`config.mk`:
```
export PLATFORM = sky130hd
export DESIGN_NAME = pipe_stall_ctrl
export DESIGN_NICKNAME = d
export VERILOG_FILES = /design/src/rtl/pipe_stall_ctrl_pkg.sv /design/src/rtl/pipe_stall_ctrl_sat_counter.sv /design/src/rtl/pipe_stall_ctrl.sv
export SDC_FILE = /design/constraint.sdc
export NUM_CORES = 1
export LEC_CHECK = 0
export BUFFER_PORTS_ARGS = -buffer_cell sky130_fd_sc_hd__buf_2
export CORE_MARGIN = 3
export CORE_UTILIZATION = 55
export CTS_BUF_LIST = sky130_fd_sc_hd__clkbuf_4
export DETAILED_ROUTE_END_ITERATION = 8
export PLACE_DENSITY = 0.8
export SKIP_LAST_GASP = 1
export SYNTH_ARGS = -nofsm -noshare
export SYNTH_HDL_FRONTEND = slang
export SYNTH_HIERARCHICAL = 1
export SYNTH_SLANG_ARGS = --single-unit
```
`constraint.sdc`:
```
create_clock -name clk -period 3.4 [get_ports clk]
set_input_delay 0.17 -clock clk [delete_from_list [all_inputs] [get_ports clk]]
set_output_delay 0.17 -clock clk [all_outputs]
set_load 0.02 [all_outputs]
```
`src/rtl/pipe_stall_ctrl_pkg.sv`:
```
// Shared constants and types for the pipeline stall controller.
package pipe_stall_ctrl_pkg;

  localparam int STALL_W = 6;

  // Stall bus bit positions
  localparam int STALL_PC  = 0;
  localparam int STALL_IF  = 1;
  localparam int STALL_ID  = 2;
  localparam int STALL_EXB = 3;
  localparam int STALL_MEM = 4;
  localparam int STALL_WB  = 5;

  localparam logic STOP     = 1'b1;
  localparam logic NOT_STOP = 1'b0;

  localparam logic [STALL_W-1:0] STALL_EX   = 6'b001111;
  localparam logic [STALL_W-1:0] STALL_IDS  = 6'b000111;
  localparam logic [STALL_W-1:0] STALL_NONE = 6'b000000;

  typedef enum logic {
    MC_IDLE = 1'b0,
    MC_RUN  = 1'b1
  } mc_state_e;

  // An ID/EX bubble: ID is held while EX is allowed to advance.
  function automatic logic is_bubble(input logic [STALL_W-1:0] s);
    return (s[STALL_ID] == STOP) && (s[STALL_EXB] == NOT_STOP);
  endfunction

endpackage

```
`src/rtl/pipe_stall_ctrl_sat_counter.sv`:
```
// Saturating up-counter with synchronous clear; clear wins over increment.
module sat_counter #(
  parameter int CNT_W = 32
) (
  input  logic             clk,
  input  logic             inc,
  input  logic             clr,
  output logic [CNT_W-1:0] q
);

  // Count qualifying cycles, holding at all-ones instead of wrapping.
  always_ff @(posedge clk) begin
    if (clr) begin
      q <= '0;
    end else if (inc && (q != {CNT_W{1'b1}})) begin
      q <= q + CNT_W'(1);
    end
  end

endmodule

```
`src/rtl/pipe_stall_ctrl.sv`:
```
// Central stall controller: merges the ID stall request with a multi-cycle
// EX occupancy tracker, applies flush priority and keeps perf counters.
//
//   state   | meaning
//   --------+-------------------------------------------------------------
//   MC_IDLE | no multi-cycle op outstanding; mc_start may launch one
//   MC_RUN  | op in flight; cnt = cycles left incl. the final release cycle
module pipe_stall_ctrl
  import pipe_stall_ctrl_pkg::*;
#(
  parameter int LEN_W = 6,
  parameter int CNT_W = 32
) (
  input  logic               clk,
  input  logic               rst,
  input  logic               stallreq_id,
  input  logic               mc_start,
  input  logic [LEN_W-1:0]   mc_len,
  input  logic               flush,
  input  logic               perf_clr,
  output logic [STALL_W-1:0] stall,
  output logic               mc_busy,
  output logic               mc_done,
  output logic [CNT_W-1:0]   stall_cycles,
  output logic [CNT_W-1:0]   bubble_cnt
);

  mc_state_e        state;
  logic [LEN_W-1:0] cnt;
  logic             launch_long;
  logic             launch_short;
  logic             req_ex;

  // Decode the EX request and completion from state and this cycle's inputs.
  always_comb begin
    launch_long  = (state == MC_IDLE) && mc_start && (mc_len >= LEN_W'(2));
    launch_short = (state == MC_IDLE) && mc_start && (mc_len <= LEN_W'(1));
    req_ex       = 1'b0;
    mc_done      = 1'b0;
    if (!rst && !flush) begin
      req_ex  = launch_long || ((state == MC_RUN) && (cnt > LEN_W'(1)));
      mc_done = launch_short || ((state == MC_RUN) && (cnt == LEN_W'(1)));
    end
  end

  // Stall bus priority: flush, then EX occupancy, then ID request.
  always_comb begin
    stall = STALL_NONE;
    if (rst || flush) begin
      stall = STALL_NONE;
    end else if (req_ex) begin
      stall = STALL_EX;
    end else if (stallreq_id) begin
      stall = STALL_IDS;
    end
  end

  assign mc_busy = !rst && (state == MC_RUN);

  // Multi-cycle tracker; a new mc_start while running is ignored.
  always_ff @(posedge clk) begin
    if (rst || flush) begin
      state <= MC_IDLE;
      cnt   <= '0;
    end else begin
      case (state)
        MC_IDLE: begin
          if (launch_long) begin
            state <= MC_RUN;
            cnt   <= mc_len - LEN_W'(1);
          end
        end
        MC_RUN: begin
          cnt <= cnt - LEN_W'(1);
          if (cnt <= LEN_W'(1)) begin
            state <= MC_IDLE;
          end
        end
        default: begin
          state <= MC_IDLE;
          cnt   <= '0;
        end
      endcase
    end
  end

  logic cnt_clr;
  assign cnt_clr = rst || perf_clr;

  sat_counter #(.CNT_W(CNT_W)) u_stall_cnt (
    .clk (clk),
    .inc (stall != STALL_NONE),
    .clr (cnt_clr),
    .q   (stall_cycles)
  );

  sat_counter #(.CNT_W(CNT_W)) u_bubble_cnt (
    .clk (clk),
    .inc (is_bubble(stall)),
    .clr (cnt_clr),
    .q   (bubble_cnt)
  );

endmodule

```
; After elaboration in Yosys (flattened, before gate mapping)
; Cells that the tools add are included.
[op_classes]
addsub = 4
magnitude_cmp = 4
n_eq_ne = 4
n_mux = 10
bitwise_logic = 2
reduce_logical = 17
[op_table]
columns = cell, count
row1 = 32-bit by 1-bit adder with 32-bit output (second input constant), 2
row2 = 32-bit inequality test (second input constant), 2
row3 = 6-bit by 1-bit <= comparator with 1-bit output (second input constant), 2
row4 = 6-bit 2-to-1 mux, 2
row5 = 6-bit case mux with 2 select lines, 1
row6 = 6-bit by 1-bit subtractor with 6-bit output (second input constant), 2
row7 = 1-bit logical AND, 10
row8 = 6-bit by 1-bit == test with 1-bit output (second input constant), 1
row9 = 6-bit by 2-bit >= comparator with 1-bit output (second input constant), 1
row10 = 6-bit by 1-bit greater-than comparator with 1-bit output (second input constant), 1
row11 = 6-bit nonzero test, 1
row12 = 1-bit logical OR, 4
row13 = 1-bit 2-to-1 mux, 4
row14 = 4-bit 2-to-1 mux, 1
row15 = 3-bit 2-to-1 mux, 1
row16 = 1-bit logical NOT, 2
row17 = 2-bit inequality test (second input constant), 1
row18 = 1-bit inverter, 2
row19 = 1-bit case mux with 2 select lines, 1
[totals]
regBits = 71
output_inout_bits = 72
word_cells = 45

; Depth between registers and ports, before layout
; Gate-level depths: netlist of run 1.
[depth]
word_depth = 10
ltp_mapped = 11
ltp_nobuf = 11

; Cells and area by module
; Netlist of run 1, hierarchy kept.
[by_module_without_submodules]
columns = module, instances, cells_each, area_per_inst_um2, seq_area_each_um2
row1 = sat_counter, 2, 199, 1674.1, 640.6
row2 = pipe_stall_ctrl, 1, 77, 646.9, 140.1

; Least setup slack after synthesis of run 1
; Ideal clock, no wire load.
[synth_timing]
path_kind = reg2reg
from = register cnt[3]
to = register u_bubble_cnt.q[31]
setup_ns = 0.121
arrival_time_ns = 2.776
required_ns = 3.279
slack_ns = 0.503
path_stages_with_launch = 10
period_less_slack_ns = 2.897
path_cell_list = dfxtp_1 nor4b_2 nand2_1 o22ai_2 nor3b_2 nand4_1 nor4_2 nand4_1 nor4_1 mux2_2
[synth_via]
elab_chain_cells = 9
[synth_lines]
columns = item, line_no
row1 = "start, declared", pipe_stall_ctrl.sv:29  ; logic [LEN_W-1:0] cnt;
row2 = "start signal, assigned", pipe_stall_ctrl.sv:70  ; cnt <= mc_len - LEN_W'(1);
row3 = "start signal, assigned", pipe_stall_ctrl.sv:74  ; cnt <= cnt - LEN_W'(1);
row4 = 6-bit by 1-bit greater-than comparator with 1-bit output (*), pipe_stall_ctrl.sv:41  ; req_ex = launch_long || ((state == MC_RUN) && (cnt > LEN_W'(1)));
row5 = 1-bit logical AND (*), pipe_stall_ctrl.sv:41
row6 = 1-bit logical OR (*), pipe_stall_ctrl.sv:41
row7 = 1-bit 2-to-1 mux (*), pipe_stall_ctrl.sv:40  ; if (!rst && !flush) begin
row8 = 4-bit 2-to-1 mux (*), pipe_stall_ctrl.sv:51  ; end else if (req_ex) begin
row9 = 6-bit 2-to-1 mux (*), pipe_stall_ctrl.sv:49  ; if (rst || flush) begin
row10 = 1-bit inverter, pipe_stall_ctrl_pkg.sv:28  ; return (s[STALL_ID] == STOP) && (s[STALL_EXB] == NOT_STOP);
row11 = 1-bit logical AND (*), pipe_stall_ctrl_pkg.sv:28
row12 = 1-bit logical AND (*), pipe_stall_ctrl_sat_counter.sv:15  ; end else if (inc && (q != {CNT_W{1'b1}})) begin
row13 = "end signal, assigned", pipe_stall_ctrl_sat_counter.sv:16  ; q <= q + CNT_W'(1);
row14 = "end, declared", pipe_stall_ctrl_sat_counter.sv:8  ; output logic [CNT_W-1:0] q
; Mark *: on every way between the ends. The rest lies on a longest branch, timed or not.
; A chain may end at the register's enable or synchronous reset.

; Worst setup path in the final report of run 1
; Ends and elaborated chain as after synthesis.

==> results.txt, run 1 <==
* Critical Path Sink Type: flop
- Initial antenna violation count: 0
* Number of distinct standard cells referenced by the synthesized netlist: 54
* Smallest hold slack: 0.1069 ns
* Insertion delay to the later sink of the worst-skew pair: 0.42 ns
- Buffers added to address setup during post-CTS repair amount to 0.
* Power density cells: 343.2 mW/mm^2
* DRC marker count from the first detailed-route iteration: 213
- Synth top area share: 35.58%
- ANT nets after route: 0
- Setup Crit Path Kind: reg2reg
- Vias per cell: 6.143
* Layout cell share with drive strength beyond 1: 24.64%
* Setup repair after global routing missed its margin: false
- Startpoint of the most critical register-to-register path: cnt[3]
* Netlist Area Pre-Place: 0.003995 sq mm
* Overall Power: 1.614 mW
* Synthesis Warnings: 6
- Fin crit share: 93.23%
- The die covers 0.008322 sq mm.
- Delay contributed by the slowest stage of the critical path: 0.45 ns
* Instance count on the critical path: 10
* Detailed Routing Iterations Pass 1: 5
* Hold Path Origin: mc_len[0]
- Number of buffers between clock root and the deepest sink: 2
- After routing, the total negative slack on setup checks comes to 0 ns.
* Critical path data required time: 3.71 ns
* Slew Limit Headroom: 53.36%
- Highest attainable clock frequency: 315.5 MHz
* Post-synth EDFFs: 0
* Cell type with the highest aggregate area in the netlist: dfxtp_1
- In this run the tool buffered the top-level ports with 81 buffer cells.
* Detailed placement HPWL: 7224 um
* Capturing element of the worst setup path: u_bubble_cnt/q[31]
- For this run the aggregate overflow at the end of global routing stands at 0.
* First-pass GRT wire length: 16960 um
- CTS tree: yes
- Tracing the worst setup path back leads to its startpoint at cnt[3].
- Clock-pin slew was measured on the worst setup and hold paths at 0.11 ns.
- Synth top area cells: dfxtp_1 36%, a21oi_1 6.1%, o31ai_1 4.5%, or4_1 4.5%, nand3_1 3.6%
- The final number of max-transition violations is 0.
- Effective utilization at floorplan: 57.84%
- Synth cell count leaders: 71 x dfxtp_1, 49 x a21oi_1, 35 x nor2_1
- The final layout contains routed wiring with a total length of 10060 um.
- Reg2reg end: u_bubble_cnt/q[31]
- For this design, the sink count on the clock tree is 71.
* CTS-repair resized insts: 0
- Synthesis inferred 71 register bits.
- Minimum period implied by the final worst setup slack: 3.170 ns
* Sequential-to-total area share from yosys stat: 35.58%
- Top cell family by delay on the critical path: simple AND/OR/NAND/NOR gates
- The floorplan step set the die width to 91.23 um.
- Timing analysis after detailed placement gives a worst setup slack of 0.1878 ns.
- Buffers inserted to repair hold after CTS numbered 0.
* Mapped Avg Cell Area: 8.411 sq um
- CP Launch Type: flop
- At the worst endpoint, the arrival time is 3.48 ns.
- By instance count, the cell type seen most on the critical path is nand4_1.
- Relative to the synthesized area, the layout overhead comes to 17.66%.
- The number of global-route vias before repair is 3593.
* Worst Slack Setup Final: 0.2302 ns
- For this run, design rule violations remaining after detail routing come to 0.
- Net count reported at finish: 574
- Number of maximum-capacitance constraint violations: 0
- The count of final hold-check violations was 0.
* Outcome: finished clean
- The number of antenna diodes in the final layout is 0.
- Average routed wire per standard cell: 15.33 um
* End-of-flow core utilization: 68.06%
- Setup violations remaining at the end of the flow were counted as 0.
- From bottom edge to top edge, the die measures 91.23 um.
- Once placement finished, the instance area stood at 0.004522 sq mm.
- Counting the buffers created by CTS gives 9.
* Count of boundary I/O pins: 84
* Final standard cell area without fillers: 0.004701 sq mm
- Std cell rows: 30
- The worst hold path belongs to the class in2reg.
* Maximum number of pins on one net before global-route repair: 38
- The routed layout has 4030 vias.
- Peak VDD IR: 202.4 uV
* Placer Congestion: 0.8400
- Number of placed instances, taps included: 640
- Most instantiated library cell after synthesis: dfxtp_1
* Fin Clk Skew: 0.01741 ns
- Counting both buffers and inverters, the worst setup path holds a total of 1.
* Floorplan core area: 0.006907 sq mm
* CTS H-tree lvls: 3
* Highest-delay cell along the critical path: nor4b_2
- Highest fanout seen on the critical path: 10
* Slew of the pin with the lowest slew margin: 0.6939 ns
- After synthesis, the share of flip-flops with an asynchronous set or reset is 0%.
- Number of standard cells after synthesis: 475
* Reg2reg setup slack: 0.23 ns
* Leakage: 1.684 nW
- All-layer global routing usage: 24.52%
- Fin cells: 656
- CTS Root Cell: clkbuf_4
- The signal on the critical path passes through nor4b_2 -> nand2_1 -> o22ai_2 -> nor3b_2 -> nand4_1 -> nor4_2 -> buf_4 -> nand4_1 -> nor4_1 -> mux2_2.
- Worst reg-to-reg path cell count: 10
* Most used flip-flop cell after synthesis: dfxtp_1
==> area by class of cell <==
cell class	instances	area (sq um)
fill	630	2206
tap	96	120.1
inverter	10	37.54
clock inverter	7	111.4
timing repair buffer	96	518.0
sequential	71	1421
multi-input combinational	367	2425
clock buffer	9	67.56
==> cells by family after synthesis <==
kind of cell             synth area share [%]
XOR/XNOR                                4.165
flip-flops                              35.58
multiplexers                            1.879
AND/OR/NAND/NOR                         32.20
buffers and inverters                   4.134
adder cells (fa/ha/maj)                 2.192
other                                 0.09387
AO/OA/AOI/OAI                           19.76
==> state kept, by name (all words and copies together) (netlist names) <==
register,cells
cnt,6
u_stall_cnt/q,32
u_bubble_cnt/q,32
state,1
==> where the power goes <==
group	internal [mW]	switching, mW	total (mW)
logic	0.0377	0.0610	0.0988
registers	0.837	0.00535	0.842
clock network	0.368	0.305	0.673
total	1.24	0.372	1.61
==> worst min-delay path by stage <==
stage	to	slack, ns	cells past startpoint
2_1_floorplan	cnt[0]	0.37	2
3_3_place_gp	u_bubble_cnt/q[15]	0.48	2
3_5_place_dp	u_bubble_cnt/q[15]	0.49	2
4_1_cts	cnt[0]	0.08	3
5_1_grt	cnt[0]	0.1	3
6_report	cnt[0]	0.11	3
==> metal layers <==
layer	track usage, %	vias up	wire length [um]
li1	-	1969	-
met1	31.48	1887	4364
met2	40.34	158	4800
met3	5.137	16	721
met4	9.296	0	169
met5	0	-	0
==> worst min-delay path, cell delays in order <==
cell      delay (ns)
buf_2           0.13
a21o_1          0.11
a211oi_1        0.06
==> placed cells by master (no fill, tap or decap), drive strengths merged, types with 3 or more instances in the layout <==
master,netlist,final
a2111oi,4,4
a211oi,5,5
a21o,3,3
a21oi,49,49
a31oi,3,3
and3,9,9
and4,8,8
buf,10,96
bufinv,0,3
clkbuf,18,9
clkinv,0,4
dfxtp,71,71
ha,7,7
inv,10,10
mux2,4,4
mux2i,3,3
nand2,22,22
nand3,31,31
nand4,20,20
nor2,35,35
nor2b,5,5
nor3,6,6
nor3b,5,5
nor4,11,11
o21ai,17,17
o31ai,24,24
or2,4,4
or3,22,22
or4,25,25
xnor2,15,15
xor2,4,4
Power figures use the tool's default switching activity.
==> run 2, diff against run 1 <==
--- a/config.mk
+++ b/config.mk
@@ -7,10 +7,10 @@
 export LEC_CHECK = 0
 export BUFFER_PORTS_ARGS = -buffer_cell sky130_fd_sc_hd__buf_2
 export CORE_MARGIN = 3
-export CORE_UTILIZATION = 55
+export CORE_UTILIZATION = 51
 export CTS_BUF_LIST = sky130_fd_sc_hd__clkbuf_4
 export DETAILED_ROUTE_END_ITERATION = 8
-export PLACE_DENSITY = 0.8
+export PLACE_DENSITY = 0.78
 export SKIP_LAST_GASP = 1
 export SYNTH_ARGS = -nofsm -noshare
 export SYNTH_HDL_FRONTEND = slang
==> constraint.sdc (replaced) <==
create_clock -name clk -period 2.7 [get_ports clk]
set_input_delay 0.135 -clock clk [delete_from_list [all_inputs] [get_ports clk]]
set_output_delay 0.135 -clock clk [all_outputs]
set_load 0.02 [all_outputs]
==> results.txt, run 2 (synthesis gave the netlist of run 1 again) <==
* Number of fill cells in the layout: 666 (+5.7%)
- ANT nets after route: 0 (unchanged)
- The clock-pin slew reported for the worst setup and hold paths after clock tree synthesis is 0.11 ns (about the same).
* Number of maximum-capacitance constraint violations: 0 (unchanged)
- The share of the clock period used by the worst path after layout came to 96.08% (+2.9 points).
- The count of port buffers added during placement is 81 (unchanged).
* Net count reported at finish: 579 (+0.87%)
* Final sum of negative setup slack: 0 ns (unchanged)
- Std cell rows: 31 (+3.3%)
- Vias per cell: 6.053 (-1.5%)
* Place WS: -0.07809 ns (-0.2658 ns)
- Average routed wire per standard cell: 15.51 um (+1.2%)
- The worst hold slack was 0.1412 ns (+0.03436 ns).
- The core outline area is 0.007408 sq mm (+7.3%).
- Slew of the pin with the lowest slew margin: 0.9837 ns (+0.2898 ns)
- Reg2reg end: u_stall_cnt/q[29]
* Critical Path Sink Type: flop
- The total grt overflow was 0 (unchanged).
- The worst clock skew on the final layout came to 0.01726 ns (-0.0001450 ns).
- Crit-path cells: inv_1 -> ha_1 -> nor2_2 -> o22ai_4 -> a21oi_1 -> nand4_1 -> nor4_4 -> buf_4 -> nand4_1 -> or4_1 -> a21oi_1
- The final number of max-transition violations was 0 (unchanged).
- In this run the most critical hold path is launched from mc_len[0].
- Worst min-delay path class: in2reg
- The maximum ir drop on the vdd rail was 184.3 uV (-9.0%).
- CTS H-tree lvls: 3 (unchanged)
* FF+latch area: 0.001425 sq mm (+0.26%)
* Top cell family by delay on the critical path: simple AND/OR/NAND/NOR gates
* Initial antenna violation count: 0 (unchanged)
- The number of stages on the worst hold path came to 4 (+1).
* Worst reg-to-reg path cell count: 11 (+1)
* Setup repair after global routing missed its margin: true
* Detailed placement HPWL: 7463 um (+3.3%)
- The delay of the slowest cell on the worst path is 0.42 ns (-0.03 ns).
- The cell area after layout came to 0.004781 sq mm (+1.7%).
- Clock Sinks: 71 (unchanged)
- Detailed Routing Iterations Pass 1: 4 (-1)
* All-layer global routing usage: 23.50% (-1.0 points)
* Most common library cell in the layout ignoring fill and taps: buf_2
- Outcome: finished clean
* Reg2reg setup slack: 0.11 ns (-0.12 ns)
* Number of buffers between clock root and the deepest sink: 2 (unchanged)
* Count of inserted antenna diode cells: 0 (unchanged)
- Number of global-route vias before repair: 3696 (+2.9%)
- Most frequent cells in the layout: 81 x buf_2, 68 x dfxtp_1, 47 x a21oi_1
* CP Launch Type: flop
* Maximum number of pins on one net before global-route repair: 52 (+37%)
- The startpoint identified for the worst register-to-register timing path is cnt[0].
* Effective utilization at floorplan: 53.93% (-3.9 points)
- The static leakage is 1.727 nW (+2.6%).
- The setup slack of the critical path after layout is 0.1058 ns (-0.1244 ns).
* Insertion delay to the later sink of the worst-skew pair: 0.41 ns (about the same)
- Data arrival time of the critical path: 2.92 ns (-0.56 ns)
- Footprint of the multi-input gates: 0.002507 sq mm (+3.4%)
* Highest fanout seen on the critical path: 6 (-4)
* Setup Crit Path Kind: reg2reg
- The tightest slew margin relative to the limit came to 34.42% (-19 points).
* Post-Route WL: 10300 um (+2.4%)
- Critical path data required time: 3.03 ns (-0.68 ns)
* CTS Root Cell: clkbuf_4
- The vertical extent of the die was 94.51 um (+3.6%).
- The die area was 0.008931 sq mm (+7.3%).
- Final-report setup violation count: 0 (unchanged)
- The count of final hold-check violations came to 0 (unchanged).
- DRC marker count from the first detailed-route iteration: 214 (+0.47%)
- First-pass GRT wire length: 17020 um (+0.37%)
- The boundary pin count came to 84 (unchanged).
- Highest-delay cell along the critical path: or4_1
- Power density cells: 388.7 mW/mm^2 (+13%)
- Number of buffers created by CTS: 9 (unchanged)
- Registers with the most flip-flops: u_bubble_cnt/q (32), u_stall_cnt/q (32), cnt (6)
- The number of DRC violations after detailed routing was 0 (unchanged).
- Number of vias after detailed routing: 4019 (-0.27%)
- The final period demand of the worst path was 2.594 ns (-0.5756 ns).
* Layout cell share with drive strength beyond 1: 27.79% (+3.1 points)
* Overall die width: 94.51 um (+3.6%)
* CP Buf/Inv Count: 2 (+1)
- For hold timing, the worst endpoint is cnt[0].
- The placer congestion estimate was 0.8806 (+4.8%).
- Area growth syn-to-layout: 19.67%
* Highest attainable clock frequency: 385.5 MHz (+22%)
* Cell area after placement: 0.004579 sq mm (+1.3%)
* CTS tree: yes
run 2: cell count changes in the layout (fill, tap and decap cells not counted), sizes merged:
cell and delta:
clkinvlp +2, bufinv -2, buf +5
run 2: per-layer routing:
| metal | routed length, um | GRT usage, % | share of wire (%) |
|---|---|---|---|
| met5 | 0 | 0 | 0 |
| met3 | 493 | 4.064 | 4.8 |
| met1 | 4617 | 29.46 | 45 |
| met4 | 98 | 8.894 | 0.95 |
| met2 | 5087 | 40.25 | 49 |
run 2: what timing repair did:
item                       CTS  global route
buffers inserted             0             1
setup endpoints to repair    2            19
resized for setup            1            14
gates cloned                 0             0
hold buffers                 0             0
hold endpoints to repair     0             0
pin swaps                    1             9
run 2: area by class of cell:
type,instances,share of cell area (%)
multi-input cells,367,52.45
well taps,99,2.591
clock inverters,7,1.335
repair buffers,101,11.62
clock buffers,9,1.413
inverters,10,0.7851
flip-flops and latches,71,29.81
run 2: how the worst max path moves through the flow:
stage | start | end | slack (ns) | cells after the start
6_report | cnt[0] | u_stall_cnt/q[29] | 0.11 | 11
5_1_grt | cnt[1] | u_stall_cnt/q[23] | -0.09 | 11
4_1_cts | cnt[0] | u_stall_cnt/q[29] | 0.002 | 11
3_5_place_dp | mc_len[0] | u_bubble_cnt/q[31] | -0.08 | 12
3_3_place_gp | mc_len[0] | u_stall_cnt/q[29] | 0.11 | 13
2_1_floorplan | cnt[0] | u_stall_cnt/q[31] | -0.06 | 10
run 2: through the flow:
| step | utilization [%] | cells | total power, mW |
|---|---|---|---|
| after global placement | 61.81 | 647 | 1.207 |
| final | 64.53 | 664 | 1.858 |
| after floorplan | - | 476 | 1.174 |
| after CTS | 63.67 | 663 | 1.868 |
| after global routing | 64.53 | 664 | 1.940 |
| after detailed placement | 61.81 | 647 | 1.212 |
run 2: where the power goes:
group | switching [mW] | internal, mW | total (mW)
logic | 0.0813 | 0.0542 | 0.136
clock network | 0.387 | 0.274 | 0.661
registers | 0.00764 | 1.05 | 1.06
total | 0.476 | 1.38 | 1.86
run 2: worst min-delay path, cell delays in order:
cell	delay [ns]
buf_2	0.09
buf_4	0.12
a21o_1	0.10
a211oi_1	0.06
==> run 3, diff against run 2 <==
--- a/config.mk
+++ b/config.mk
@@ -5,12 +5,13 @@
 export SDC_FILE = /design/constraint.sdc
 export NUM_CORES = 1
 export LEC_CHECK = 0
+export ABC_AREA = 1
 export BUFFER_PORTS_ARGS = -buffer_cell sky130_fd_sc_hd__buf_2
 export CORE_MARGIN = 3
-export CORE_UTILIZATION = 51
+export CORE_UTILIZATION = 53
 export CTS_BUF_LIST = sky130_fd_sc_hd__clkbuf_4
 export DETAILED_ROUTE_END_ITERATION = 8
-export PLACE_DENSITY = 0.78
+export PLACE_DENSITY = 0.79
 export SKIP_LAST_GASP = 1
 export SYNTH_ARGS = -nofsm -noshare
 export SYNTH_HDL_FRONTEND = slang
==> results.txt, run 3 <==
- The average instance area after synthesis was 6.362 sq um (-24%).
* First-pass GRT wire length: 20140 um (+18%)
- The post-CTS repair timing setup buffer count was 0 (unchanged).
- By area, the combinational part of the netlist is dominated by simple AND/OR/NAND/NOR gates.
* Synthesis-stage register bit count: 71 (unchanged)
- Clock Sinks: 71 (unchanged)
- The routed wire length came to 12170 um (+18%).
- The count of standard-cell rows was 34 (+9.7%).
- Number of standard cells after synthesis: 764 (+61%)
- The count of cell types in the netlist is 35 (-35%).
- The number of warnings printed during yosys synthesis was 6 (unchanged).
- TritonCTS built the clock tree.
* IO buf count: 81 (unchanged)
- The share of post-route cells with drive strength above 1 was 21.99% (-5.8 points).
* Adder-cell area share of the yosys netlist: 1.802% (-0.39 points)
- The number of diodes came to 0 (unchanged).
- Final-report setup violation count: 0 (unchanged)
- Initial antenna violation count: 0 (unchanged)
* CTS H-tree lvls: 3 (unchanged)
* CP Buf/Inv Count: 3 (+1)
- Most common library cell in the layout ignoring fill and taps: nand2_1
- Peak VDD IR: 218.4 uV (+19%)
- Floorplan core area: 0.008806 sq mm (+19%)
- The final period demand of the worst path came to 2.398 ns (-0.1958 ns).
- ANT nets after route: 0 (unchanged)
* Final standard cell area without fillers: 0.005401 sq mm (+13%)
- Number of global-route vias before repair: 4573 (+24%)
* Delay contributed by the slowest stage of the critical path: 0.38 ns (-0.04 ns)
* Critical Path Sink Type: flop
- The number of instances resized during post-cts repair came to 0 (-1).
* Count of hold-fix buffers inserted at cts: 0 (unchanged)
- The number of buffers between clock root and the deepest sink was 2 (unchanged).
- Insertion delay to the later sink of the worst-skew pair: 0.41 ns (about the same)
- All-layer global routing usage: 23.71% (+0.21 points)
* Registers with the most flip-flops: u_bubble_cnt/q (32), u_stall_cnt/q (32), cnt (6)
* Setup repair after global routing missed its margin: false
- Fin Clk Skew: 0.01320 ns (-0.004066 ns)
- Fin crit share: 88.83% (-7.3 points)
- The boundary pin count was 84 (unchanged).
- Final sum of negative setup slack: 0 ns (unchanged)
* Area growth syn-to-layout: 11.12%
* Average routed wire per standard cell: 12.76 um (-18%)
- Most frequent cells in the layout: 193 x nand2_1, 158 x nor2_1, 81 x buf_2
- The total grt overflow came to 0 (unchanged).
- The transition time at the pin with the least slew margin was 0.5479 ns (-0.4358 ns).
* Number of max-slew violations in the final report: 0 (unchanged)
- Worst min-delay path class: in2reg
* Effective utilization at floorplan: 55.20% (+1.3 points)
- The number of DRC violations after detailed routing is 0 (unchanged).
- Overall die width: 101.8 um (+7.7%)
- Most instantiated library cell after synthesis: nand2_1
- The detailed-route via count was 5196 (+29%).
* Detailed placement HPWL: 9181 um (+23%)
* Net count reported at finish: 860 (+49%)
* Most used flip-flop cell after synthesis: dfxtp_1
- The share of async-settable or async-resettable flops after synthesis is 0% (unchanged).
* Power density cells: 356.5 mW/mm^2 (-8.3%)
- Fraction of synthesized area in multiplexers: 0% (-1.9 points)
- The tightest slew margin relative to the limit was 63.34% (+29 points).
- CTS Root Cell: clkbuf_4
* Reg clk slew, reported paths: 0.12 ns (about the same)
- Synth top area share: 29.24% (-6.3 points)
* DRC marker count from the first detailed-route iteration: 315 (+47%)
- Among all stages on the critical path, the largest delay is contributed by dfxtp_1.
- The flow ran to the end, and the final reports show no timing, DRC or antenna violations.
- The die area was 0.01036 sq mm (+16%).
* Critical path data required time: 3.02 ns (about the same)
- By area the synthesized netlist is led by dfxtp_1 29%, nand2_1 15%, nor2_1 12%, nand3_1 6.1%, inv_1 5.3%.
* Number of maximum-capacitance constraint violations: 0 (unchanged)
- Synth cell count leaders: 193 x nand2_1, 158 x nor2_1, 71 x dfxtp_1
- The setup path with the least slack is of type reg2reg.
- The sequential share of the synthesized area came to 29.24% (-6.3 points).
* CP Launch Type: flop
* Final-report hold violation count: 0 (unchanged)
- Top cell family by delay on the critical path: simple AND/OR/NAND/NOR gates
- Share of the synthesized area in compound gates (AO/OA/AOI/OAI): 7.825% (-12 points)
* Placer Congestion: 0.9130 (+3.7%)
- Summed over all instances, the cell type with the most area after synthesis is dfxtp_1.
- Crit-path cells: inv_1 -> ha_1 -> o21ai_4 -> nand2_4 -> a31oi_1 -> inv_2 -> nor2_1 -> nand2_1 -> inv_2 -> nand2_1 -> nor2_1 -> nand3_2 -> nand2_1 -> nor2_1
- The maximum number of pins on one net before global-route repair is 42 (-19%).
- The data arrival at the endpoint of the critical path is 2.72 ns (-0.20 ns).
- The vertical extent of the die was 101.8 um (+7.7%).
* Vias per cell: 5.447 (-10%)
- The area of the mapped netlist is 0.004861 sq mm (+22%).
* Cell area after placement: 0.005265 sq mm (+15%)
- The maximum frequency from static timing analysis was 417.0 MHz (+8.2%).
* Detailed Routing Iterations Pass 1: 6 (+2)
- The maximum fanout encountered on the critical timing path is 8 (+2).
- Smallest hold slack: 0.1090 ns (-0.03221 ns)
* Post-synthesis share of cell area spent on xor and xnor gates: 0% (-4.2 points)
* Number of buffers created by CTS: 9 (unchanged)
- Post-Synth Simple-Gate Area: 51.20% (+19 points)
- Leakage: 2.473 nW (+43%)
- The number of synthesized flops with an enable pin is 0 (unchanged).
run 3: cell types whose count changed in the layout (fill, tap and decap cells not counted), moves of 22 or more:
cell / previous run / this run
nand3_1: 28 / 59
o31ai_1: 24 / 0
or4_1: 22 / 0
nor2_1: 34 / 158
inv_1: 10 / 68
nand2_1: 21 / 193
run 3: kinds of logic (layout without fill, tap and decap cells):
| group | count (synthesis) | in the layout |
|---|---|---|
| flops | 71 | 71 |
| compound gates | 67 | 67 |
| other cells | 1 | 2 |
| fa+ha+maj | 7 | 7 |
| simple gates | 518 | 518 |
| buf+inv | 100 | 181 |
run 3: final timing paths:
kind	depth (start not counted)	end	from	slack [ns]
setup / recovery	14	u_stall_cnt/q[17]	cnt[0]	0.30
setup reg to reg	14	u_stall_cnt/q[17]	cnt[0]	0.30
hold reg to reg	2	cnt[1]	cnt[1]	0.50
hold / removal	3	u_stall_cnt/q[1]	perf_clr	0.11
run 3: layout make-up:
cell class                 instances  area [sq um]
clock buffer                      12         90.09
clock inverter                     4         46.29
fill                             832          3405
inverter                          79         301.5
multi-input combinational        594          2964
sequential                        71          1421
tap                              108         135.1
timing repair buffer              86         442.9
run 3: metrics by stage:
stage,setup slack [ns],utilization (%),power (mW),cells
after floorplan,0.5667,-,1.217,765
after global placement,0.4552,59.79,1.250,938
after detailed placement,0.3493,59.79,1.256,938
after CTS,0.3287,61.34,1.944,954
after global routing,0.07387,61.34,2.008,954
final,0.3016,61.34,1.926,954
run 3: worst register-to-register path, stage by stage (launching register included):
cell and delay [ns]:
dfxtp_1 0.38, inv_1 0.11, ha_1 0.27, o21ai_4 0.18, nand2_4 0.08, a31oi_1 0.30, inv_2 0.15, nor2_1 0.20
nand2_1 0.12, inv_2 0.09, nand2_1 0.08, nor2_1 0.16, nand3_2 0.08, nand2_1 0.07, nor2_1 0.05
run 3: layer usage:
metal / vias to the layer above / global-route usage, % / routed length [um]
met5: - / 0 / 0
met4: 0 / 10.53 / 314
met3: 30 / 3.926 / 908
met2: 207 / 38.23 / 5596
met1: 2345 / 31.18 / 5352
li1: 2614 / - / -
run 3: power breakdown:
group	switching, mW	internal (mW)
logic	0.115	0.0586
registers	0.00702	1.05
clock network	0.381	0.310
